## src/rtl/fads_pkg.sv

```systemverilog
// Shared definitions for the FADS sort actuator: FSM state encoding and
// timestamp sizing for the in-flight due queue.
package fads_pkg;

  localparam int FADS_DW = 16;
  localparam int TW = FADS_DW + 1;

  typedef enum logic [1:0] {
    IDLE  = 2'd0,
    PULSE = 2'd1,
    DEAD  = 2'd2
  } fads_state_t;

  typedef struct packed {
    logic [TW-1:0] due;
  } fads_entry_t;

endpackage

```

## src/rtl/fads_due_fifo.sv

```systemverilog
// Small FIFO of due timestamps for droplets in flight; head is combinational
// so the top can compare it against the timestamp in the same cycle.
module fads_due_fifo #(
  parameter int W  = 17,
  parameter int AW = 2
) (
  input  logic         clk,
  input  logic         rst_n,
  input  logic         flush,
  input  logic         push,
  input  logic [W-1:0] din,
  input  logic         pop,
  output logic [W-1:0] head,
  output logic         full,
  output logic         empty
);

  localparam int DEPTH = 1 << AW;

  logic [W-1:0] mem [DEPTH];
  logic [AW:0]  wr_ptr;
  logic [AW:0]  rd_ptr;

  // Extra pointer bit distinguishes full from empty when the indices match.
  assign empty = (wr_ptr == rd_ptr);
  assign full  = (wr_ptr[AW] != rd_ptr[AW]) && (wr_ptr[AW-1:0] == rd_ptr[AW-1:0]);
  assign head  = mem[rd_ptr[AW-1:0]];

  always_ff @(posedge clk or negedge rst_n) begin
    if (!rst_n) begin
      wr_ptr <= '0;
      rd_ptr <= '0;
    end else if (flush) begin
      wr_ptr <= '0;
      rd_ptr <= '0;
    end else begin
      if (push && !full) wr_ptr <= wr_ptr + 1'b1;
      if (pop && !empty) rd_ptr <= rd_ptr + 1'b1;
    end
  end

  always_ff @(posedge clk) begin
    if (push && !full && !flush) mem[wr_ptr[AW-1:0]] <= din;
  end

endmodule

```

## src/rtl/red_pitaya_fads_actuator.sv

```systemverilog
// Turns sort-trigger rising edges into delayed actuation pulses, with up to
// 2^QAW droplets in flight and saturating sorted/dropped event counters.
//
// state | meaning
// IDLE  | no pulse; a due queue head launches a pulse
// PULSE | gate high, width down-counter running
// DEAD  | enforced idle gap after a pulse, deadtime down-counter running
module red_pitaya_fads_actuator import fads_pkg::*; #(
  parameter int DW  = FADS_DW,
  parameter int QAW = 2,
  parameter int CW  = 32
) (
  input  logic          adc_clk_i,
  input  logic          adc_rstn_i,
  input  logic          sort_trig_i,
  input  logic          enable_i,
  input  logic          clear_i,
  input  logic [DW-1:0] delay_i,
  input  logic [DW-1:0] width_i,
  input  logic [DW-1:0] deadtime_i,
  output logic          asg_trig_o,
  output logic          sort_gate_o,
  output logic          busy_o,
  output logic [CW-1:0] sort_cnt_o,
  output logic [CW-1:0] drop_cnt_o
);

  localparam int TSW = DW + 1;

  logic           trig_q;
  logic           trig_prev;
  logic [TSW-1:0] ts;
  fads_state_t    state;
  logic [DW-1:0]  cnt;
  logic [DW-1:0]  dead_len;
  logic           asg;
  logic [CW-1:0]  sort_cnt;
  logic [CW-1:0]  drop_cnt;

  logic           edge_evt;
  logic           accept;
  logic           push;
  logic           full_drop;
  logic           head_due;
  logic           launch;
  logic           ovl_drop;
  logic [TSW-1:0] due;
  logic [TSW-1:0] head;
  logic           full;
  logic           empty;
  logic [DW-1:0]  width_eff;
  logic [1:0]     drop_inc;
  logic [CW:0]    drop_sum;

  assign edge_evt  = trig_q & ~trig_prev;
  assign accept    = edge_evt & enable_i;
  assign push      = accept & ~full;
  assign full_drop = accept & full;
  assign due       = ts + TSW'(delay_i) + TSW'(1);
  // The head is judged against the state before this edge, so DEAD exit never launches.
  assign head_due  = enable_i & ~empty & (head == ts);
  assign launch    = head_due & (state == IDLE);
  assign ovl_drop  = head_due & (state != IDLE);
  assign width_eff = (width_i == '0) ? DW'(1) : width_i;

  fads_due_fifo #(.W(TSW), .AW(QAW)) u_fifo (
    .clk   (adc_clk_i),
    .rst_n (adc_rstn_i),
    .flush (~enable_i),
    .push  (push),
    .din   (due),
    .pop   (head_due),
    .head  (head),
    .full  (full),
    .empty (empty)
  );

  always_ff @(posedge adc_clk_i or negedge adc_rstn_i) begin
    if (!adc_rstn_i) begin
      trig_q    <= 1'b0;
      trig_prev <= 1'b0;
      ts        <= '0;
    end else begin
      trig_q    <= sort_trig_i;
      trig_prev <= trig_q;
      ts        <= ts + TSW'(1);
    end
  end

  always_ff @(posedge adc_clk_i or negedge adc_rstn_i) begin
    if (!adc_rstn_i) begin
      state    <= IDLE;
      cnt      <= '0;
      dead_len <= '0;
      asg      <= 1'b0;
    end else begin
      asg <= launch;
      case (state)
        IDLE: begin
          if (launch) begin
            state    <= PULSE;
            cnt      <= width_eff;
            dead_len <= deadtime_i;
          end
        end
        PULSE: begin
          if (cnt == DW'(1)) begin
            if (dead_len == '0) begin
              state <= IDLE;
            end else begin
              state <= DEAD;
              cnt   <= dead_len;
            end
          end else begin
            cnt <= cnt - DW'(1);
          end
        end
        DEAD: begin
          if (cnt == DW'(1)) state <= IDLE;
          else               cnt   <= cnt - DW'(1);
        end
        default: state <= IDLE;
      endcase
    end
  end

  // A queue-full drop and an overlap drop can land in the same cycle.
  assign drop_inc = {1'b0, full_drop} + {1'b0, ovl_drop};
  assign drop_sum = {1'b0, drop_cnt} + {{(CW-1){1'b0}}, drop_inc};

  always_ff @(posedge adc_clk_i or negedge adc_rstn_i) begin
    if (!adc_rstn_i) begin
      sort_cnt <= '0;
      drop_cnt <= '0;
    end else if (clear_i) begin
      sort_cnt <= '0;
      drop_cnt <= '0;
    end else begin
      if (launch && (sort_cnt != '1)) sort_cnt <= sort_cnt + 1'b1;
      drop_cnt <= drop_sum[CW] ? '1 : drop_sum[CW-1:0];
    end
  end

  assign asg_trig_o  = asg;
  assign sort_gate_o = (state == PULSE);
  assign busy_o      = (state != IDLE) | ~empty;
  assign sort_cnt_o  = sort_cnt;
  assign drop_cnt_o  = drop_cnt;

endmodule

```

## config.mk

```make
export PLATFORM = sky130hd
export DESIGN_NAME = red_pitaya_fads_actuator
export DESIGN_NICKNAME = d
export VERILOG_FILES = /design/src/rtl/fads_pkg.sv /design/src/rtl/fads_due_fifo.sv /design/src/rtl/red_pitaya_fads_actuator.sv
export SDC_FILE = /design/constraint.sdc
export NUM_CORES = 1
export LEC_CHECK = 0
export ABC_AREA = 1
export CAP_MARGIN = 20
export CORE_UTILIZATION = 45
export CTS_BUF_LIST = sky130_fd_sc_hd__clkbuf_16
export DETAILED_ROUTE_END_ITERATION = 7
export PLACE_DENSITY = 0.7
export REMOVE_ABC_BUFFERS = 1
export SLEW_MARGIN = 20
export SYNTH_ARGS = -nofsm -noshare
export SYNTH_HDL_FRONTEND = slang
export SYNTH_SLANG_ARGS = --single-unit
```

## constraint.sdc

```tcl
create_clock -name adc_clk_i -period 4.05 [get_ports adc_clk_i]
set_input_delay 0.6075 -clock adc_clk_i [delete_from_list [all_inputs] [get_ports adc_clk_i]]
set_output_delay 0.6075 -clock adc_clk_i [all_outputs]
set_load 0.02 [all_outputs]
```

==> impl_metrics.py, run 1 <==
metrics = {
    "floorplanning": {
        "die_w_um": 159,
        "rows": 57,
        "die_h_um": 159,
        "fp.coreArea_um2": 24300,
        "ios": 120,
        "start_util_pct": 45.9,
        "die-area_um2": 25400,
    },
    "detailed_routing": {
        "postRouteAntennaNets": 0,
        "drt-total-wl_um": 28100,
        "avgViaCountPerCell": 5.29,
        "wl_per_cell_um": 15.4,
        "firstDrtPassIters": 5,
        "drc_errors": 0,
        "num_vias": 9614,
        "dr.first_iter.drc_count": 671,
    },
    "layout": {
        "syn_to_final_growth_pct": 18.7,
        "fin_cells": 1819,
        "seqCellArea_um2": 5140,
        "multiInputGateArea_um2": 5200,
        "drive_gt1_share_pct": 5.62,
        "fin_area_um2": 13200,
        "n_antenna_cell": 0,
        "final_nets": 1567,
        "n_fill_cell": 2230,
    },
    "setup_path": {
        "path_class": "reg2reg",
        "arrival_ps": 3980,
        "start_kind": "flop",
        "reg2reg_slack_ps": 460,
        "worst_setup_path_end_kind": "flop",
        "crit_path_max_fanout": 18,
        "worstPathRequired_ps": 4440,
    },
    "synthesis": {
        "synth-seq-cells": 192,
        "yosysMostFrequentCell": "nand2_1",
        "ys_types": 45,
        "yosysWarnings": 0,
        "synth_edf_count": 68,
        "synthDominantCellAreaShare_pct": 27.8,
        "synth_cells": 1366,
        "ys_seq_area_share_pct": 46.1,
        "synth_area_leaders": "dfrtp_1 28%, edfxtp_1 18%, nand2_1 12%",
        "synth_area_per_cell_um2": 8.17,
        "synth_area_leader_cell": "dfrtp_1",
        "synthArstFlopShare_pct": 64.6,
        "netlist_area_um2": 11200,
        "synth_ff_type": "dfrtp_1",
        "synthTopCellsByCount": "359 x nand2_1, 148 x inv_1, 124 x dfrtp_1",
    },
    "power": {
        "p_per_area_nw_per_um2": 380,
        "total_power_mw": 5.03,
        "power_leakage_nw": 6.04,
        "ir_worst_vdd_uv": 275,
    },
    "clock_network": {
        "cts_resized": 0,
        "hold_buffers": 0,
        "clk_latency_ps": 440,
        "cts_root_buf": "clkbuf_16",
        "cts_tree": "done",
        "cts.sinks": 192,
        "clock_path_buffers": 2,
        "cts_buffers": 17,
        "htree_levels": 4,
        "post-cts-setup-buffer-count": 0,
        "clk_pin_slew_worst_paths_ps": 70,
    },
    "flow_run": {
        "cap_violations": 0,
    },
    "placement": {
        "dp.cells": 1787,
        "port_buffers": 119,
        "detailed_place_hpwl_um": 20200,
        "post_dp_cell_area_um2": 12600,
        "globalplace.congestion": 0.895,
    },
    "timing": {
        "hold_viol": 0,
        "min_period_ps": 3590,
        "hold_ws_ps": 188,
        "max_freq_mhz": 278,
        "relSlewSlack_pct": 39.3,
        "worst_slew_pin_slew_ps": 911,
        "post-route-period-util_pct": 88.7,
        "drv_slew": 0,
        "finalSetupViolCount": 0,
        "clock_skew_ps": 15.4,
    },
    "grt": {
        "grt_pass1_wl_um": 47000,
        "grt_pass1_vias": 9339,
        "gr-usage-all-layers_pct": 22.9,
        "grt_max_degree": 91,
        "grt_antenna_before_repair": 0,
        "gr-total-overflow": 0,
    },
    "hold_path": {
        "holdCritPathClass": "in2async",
    },
    "status": {
        "outcome": "complete, no violations",
    },
}
report_power, final:
group	switching (mW)	internal [mW]	leakage (nW)
Sequential	0.0985	2.12	2.24
Combinational	0.731	0.441	3.51
Clock	0.751	0.885	0.292
Total	1.58	3.45	6.04
state kept, by name (all words and copies together), names as in the netlist:
signal and count:
state 2, u_fifo.wr_ptr 3, trig_q 1, sort_cnt_o 32, dead_len 16, cnt 16, u_fifo.rd_ptr 3, u_fifo.mem 68
ts 17, asg_trig_o 1, drop_cnt_o 32, trig_prev 1
placed cells by master, fill, tap and decap left out, types with 2 or more instances in the layout:
cell type	instances
edfxtp_1	68
ha_1	30
o21ai_1	17
nand3b_1	10
inv_1	151
clkbuf_16	18
and2_1	4
fa_1	2
nor2_2	6
clkdlybuf4s50_1	118
inv_2	2
a21oi_1	30
xnor2_1	24
nor3_1	26
or2_2	5
nand2_1	359
nand3_2	4
dfrtp_1	124
a31oi_1	10
clkinv_4	3
nand4_1	57
o21ai_0	53
inv_4	4
xor2_1	69
o22ai_1	6
nand3_1	122
nor2_4	3
o21ai_2	10
nor2_1	106
nand2_2	3
o211ai_1	3
nor4_1	12
buf_4	18
stage by stage:
step           setup WS (ps)  setup TNS, ps  utilization (%)
2_1_floorplan           98.7              0                -
3_3_place_gp             285              0             52.0
3_5_place_dp             148              0             52.0
4_1_cts                  156              0             54.3
5_1_grt                -28.4          -30.0             54.4
6_report                 458              0             54.4
cells by family after synthesis:
logic type,Yosys count,synth area share (%)
flops,192,46.1
compound gates,136,6.86
fa+ha+maj,32,3.72
mux,1,0.0897
buf+inv,193,7.48
xor+xnor,93,7.30
simple gates,719,28.4
final timing paths:
check / to / from / cells past startpoint
setup / recovery: drop_cnt_o[26] / u_fifo.rd_ptr[0] / 26
hold / removal: ts[2] / adc_rstn_i / 1
setup reg to reg: drop_cnt_o[26] / u_fifo.rd_ptr[0] / 26
hold reg to reg: trig_prev / trig_q / 0
max in group asynchronous: drop_cnt_o[17] / adc_rstn_i / 2
min in group adc_clk_i: trig_prev / trig_q / 0
layer usage:
metal  routed length [um]  part of all wire, %  up-vias  global-route usage [%]
li1                     -                    -     4737                       -
met1                12800                   46     4549                    30.7
met2                13100                   47      291                    37.8
met3                 1780                  6.3       37                    4.43
met4                  442                  1.6        0                    6.60
met5                    0                    0        -                       0
critical path, stage by stage, from the launching register on:
cell	delay, ps
dfrtp_1	440
inv_4	120
buf_12	170
nand2_1	70
nand3_2	80
nand2_1	110
nand2_1	50
nand2_1	70
nand3_1	100
nor2_1	100
nand2_1	70
nor2_2	140
nand2_2	70
nor2_1	150
fa_1	240
ha_1	200
nand2_1	90
nor2_2	160
nand2_1	130
nor2_2	170
nand3_2	140
nor2_4	140
nand2_1	80
or2_2	280
nand3_1	70
nand2_1	50
inv_1	50
cell type report:
type                            instances  share of cell area (%)
Tap cell                              324                    3.06
Clock buffer                           18                    3.40
Multi-Input combinational cell        981                    39.3
Clock inverter                         14                   0.879
Inverter                              152                    4.35
Sequential cell                       192                    38.9
Timing Repair Buffer                  138                    10.2
Power figures use the tool's default switching activity.
==> run 2, diff against run 1 <==
Settings changed: CTS_CLUSTER_DIAMETER set to 80, PLACE_DENSITY 0.7 to 0.69, SYNTH_HIERARCHICAL set to 1.
==> impl_metrics.py, run 2 <==
metrics = {
    "setup_path": {
        "path_delay_family": "simple AND/OR/NAND/NOR gates",
        "worstPathRequired_ps": 4420,
        "arrival_ps": 4050,
        "critPathBufInv": 4,
        "start_kind": "flop",
        "cp_slowest_cell": "dfrtp_4",
        "worst_setup_path_end_kind": "flop",
        "critPathMaxStageDelay_ps": 600,
        "critPathMostFrequentCell": "nand2_1",
        "crit_path_max_fanout": 32,
        "path_class": "reg2reg",
        "path_cells": "inv_6 -> o21ai_0 -> o22ai_1 -> inv_1 -> nand2_1 -> nand2_1 -> nor2_1 -> nand2_1 -> nor2_2 -> nand3_4 -> nor2_2 -> fa_1 -> ha_1 -> nand2_1 -> nor2_1 -> nand2_1 -> nor2_1 -> nand2_1 -> buf_4 -> nand3_1 -> nand2_1 -> inv_1",
    },
    "synthesis": {
        "synth_edf_count": 68,
        "synthDominantCellAreaShare_pct": 26.1,
        "synth-seq-cells": 192,
        "synthArstFlopShare_pct": 64.6,
        "synth_area_per_cell_um2": 7.61,
        "synth_ff_type": "dfrtp_1",
        "netlist_area_um2": 11900,
        "synth_cells": 1563,
        "ys_types": 47,
        "synth_area_leaders": "dfrtp_1 26%, edfxtp_1 17%, nand2_1 15%",
        "ys_seq_area_share_pct": 43.3,
        "synth_area_leader_cell": "dfrtp_1",
        "synthTopCellsByCount": "486 x nand2_1, 192 x nor2_1, 182 x inv_1",
        "yosysWarnings": 6,
        "yosysMostFrequentCell": "nand2_1",
    },
    "timing": {
        "rsz0062_at_grt": "false",
        "post-route-period-util_pct": 91.0,
        "hold_viol": 0,
        "clock_skew_ps": 15.2,
        "relSlewSlack_pct": 38.7,
        "max_freq_mhz": 271,
        "min_period_ps": 3680,
        "worst_slew_pin_slew_ps": 911,
        "finalSetupViolCount": 0,
        "tns_ps": 0,
        "drv_slew": 0,
    },
    "clock_network": {
        "clock_path_buffers": 2,
        "htree_levels": 4,
        "cts_buffers": 17,
        "cts.sinks": 192,
        "clk_latency_ps": 440,
        "clk_pin_slew_worst_paths_ps": 70,
        "cts_root_buf": "clkbuf_16",
        "cts_tree": "done",
    },
    "power": {
        "p_per_area_nw_per_um2": 369,
        "total_power_mw": 5.14,
        "ir_worst_vdd_uv": 229,
        "power_leakage_nw": 6.51,
    },
    "detailed_routing": {
        "wl_per_cell_um": 14.8,
        "firstDrtPassIters": 5,
        "num_vias": 10400,
        "avgViaCountPerCell": 5.13,
        "drc_errors": 0,
        "dr.first_iter.drc_count": 658,
        "drt-total-wl_um": 29900,
        "postRouteAntennaNets": 0,
    },
    "grt": {
        "grt_antenna_before_repair": 0,
        "gr-usage-all-layers_pct": 23.0,
        "grt_pass1_wl_um": 48900,
        "gr-total-overflow": 0,
        "grt_pass1_vias": 9804,
        "met3_usage_pct": 3.21,
        "grt_max_degree": 67,
        "met1_usage_pct": 30.3,
        "gr-usage-met2_pct": 38.3,
        "busiest_layer": "met2",
    },
    "placement": {
        "dp.cells": 1990,
        "globalplace.congestion": 0.910,
        "port_buffers": 119,
        "detailed_place_hpwl_um": 21900,
    },
    "layout": {
        "drive_gt1_share_pct": 8.18,
        "fin_cells": 2022,
        "final_cell_mix": "486 x nand2_1, 191 x nor2_1, 181 x inv_1, 123 x dfrtp_1, 118 x clkdlybuf4s50_1",
        "layout_commonest_cell": "nand2_1",
        "syn_to_final_growth_pct": 17.3,
        "largest_register_ffs": 68,
        "final_nets": 1759,
        "n_antenna_cell": 0,
    },
    "floorplanning": {
        "die_w_um": 165,
        "die_h_um": 165,
        "die-area_um2": 27100,
        "rows": 59,
        "start_util_pct": 45.8,
        "ios": 120,
        "fp.coreArea_um2": 26000,
    },
    "status": {
        "outcome": "complete, no violations",
    },
    "flow_run": {
        "cap_violations": 0,
    },
    "hold_path": {
        "holdCritPathClass": "in2async",
    },
}
-- run 2: cell count changes after synthesis, moves of 12 or more --
cell | previous run | this run
or2_2 | 5 | 18
inv_1 | 148 | 182
o22ai_1 | 6 | 18
nand2_1 | 359 | 486
nor2_1 | 111 | 192
nand3_2 | 3 | 32
o21ai_1 | 17 | 2
xor2_1 | 69 | 40
nand3_1 | 123 | 82
-- run 2: path summary, 6_finish.rpt --
check | startpoint | end | slack [ps] | cells after the start
max in group asynchronous | adc_rstn_i | u_fifo/rd_ptr[1] | 2950 | 2
worst min register to register | trig_q | trig_prev | 380 | 0
worst max register to register | u_fifo/rd_ptr[1] | drop_cnt_o[24] | 370 | 22
min in group adc_clk_i | trig_q | trig_prev | 380 | 0
worst min-delay path | adc_rstn_i | cnt[5] | 150 | 1
worst max-delay path | u_fifo/rd_ptr[1] | drop_cnt_o[24] | 370 | 22
-- run 2: layout make-up --
cell class | count | area [um^2]
fillers | 2508 | 12000
multi-input cells | 1134 | 5770
flip-flops and latches | 192 | 5150
repair buffers | 134 | 1320
inverters | 195 | 739
clock buffers | 17 | 425
well taps | 335 | 419
clock inverters | 15 | 129
-- run 2: kinds of logic after synthesis --
| group | share of synthesized area (%) |
|---|---|
| AND/OR/NAND/NOR | 34.6 |
| flip-flops | 43.3 |
| AO/OA/AOI/OAI | 5.94 |
| adder cells (fa/ha/maj) | 3.49 |
| buffers and inverters | 8.23 |
| XOR/XNOR | 4.50 |
-- run 2: repair_timing --
item	in CTS	in global routing
setup endpoints to repair	0	32
gates resized for setup	0	5
hold buffers	0	0
setup buffers	0	0
-- run 2: report_power, final --
| part | internal (mW) | switching, mW |
|---|---|---|
| Sequential | 2.12 | 0.107 |
| Combinational | 0.436 | 0.880 |
| Clock | 0.806 | 0.799 |
-- run 2: metal layers --
metal	share of wire, %	vias to the layer above	routed length [um]
li1	-	5238	-
met1	45	4800	13500
met2	48	279	14200
met3	4.8	56	1440
met4	2.3	0	677
met5	0	-	0
-- run 2: stage by stage --
| step | instance area, um^2 | hold WS, ps | util (%) | worst slack [ps] |
|---|---|---|---|---|
| global placement | 13400 | 371 | 51.5 | 285 |
| detailed placement | 13400 | 364 | 51.5 | 91.0 |
| global route | 14000 | 215 | 53.7 | 25.2 |
| finish | 14000 | 149 | 53.7 | 366 |
| floorplan | 11700 | 312 | - | 7.04 |
| CTS | 13900 | 183 | 53.7 | 34.0 |
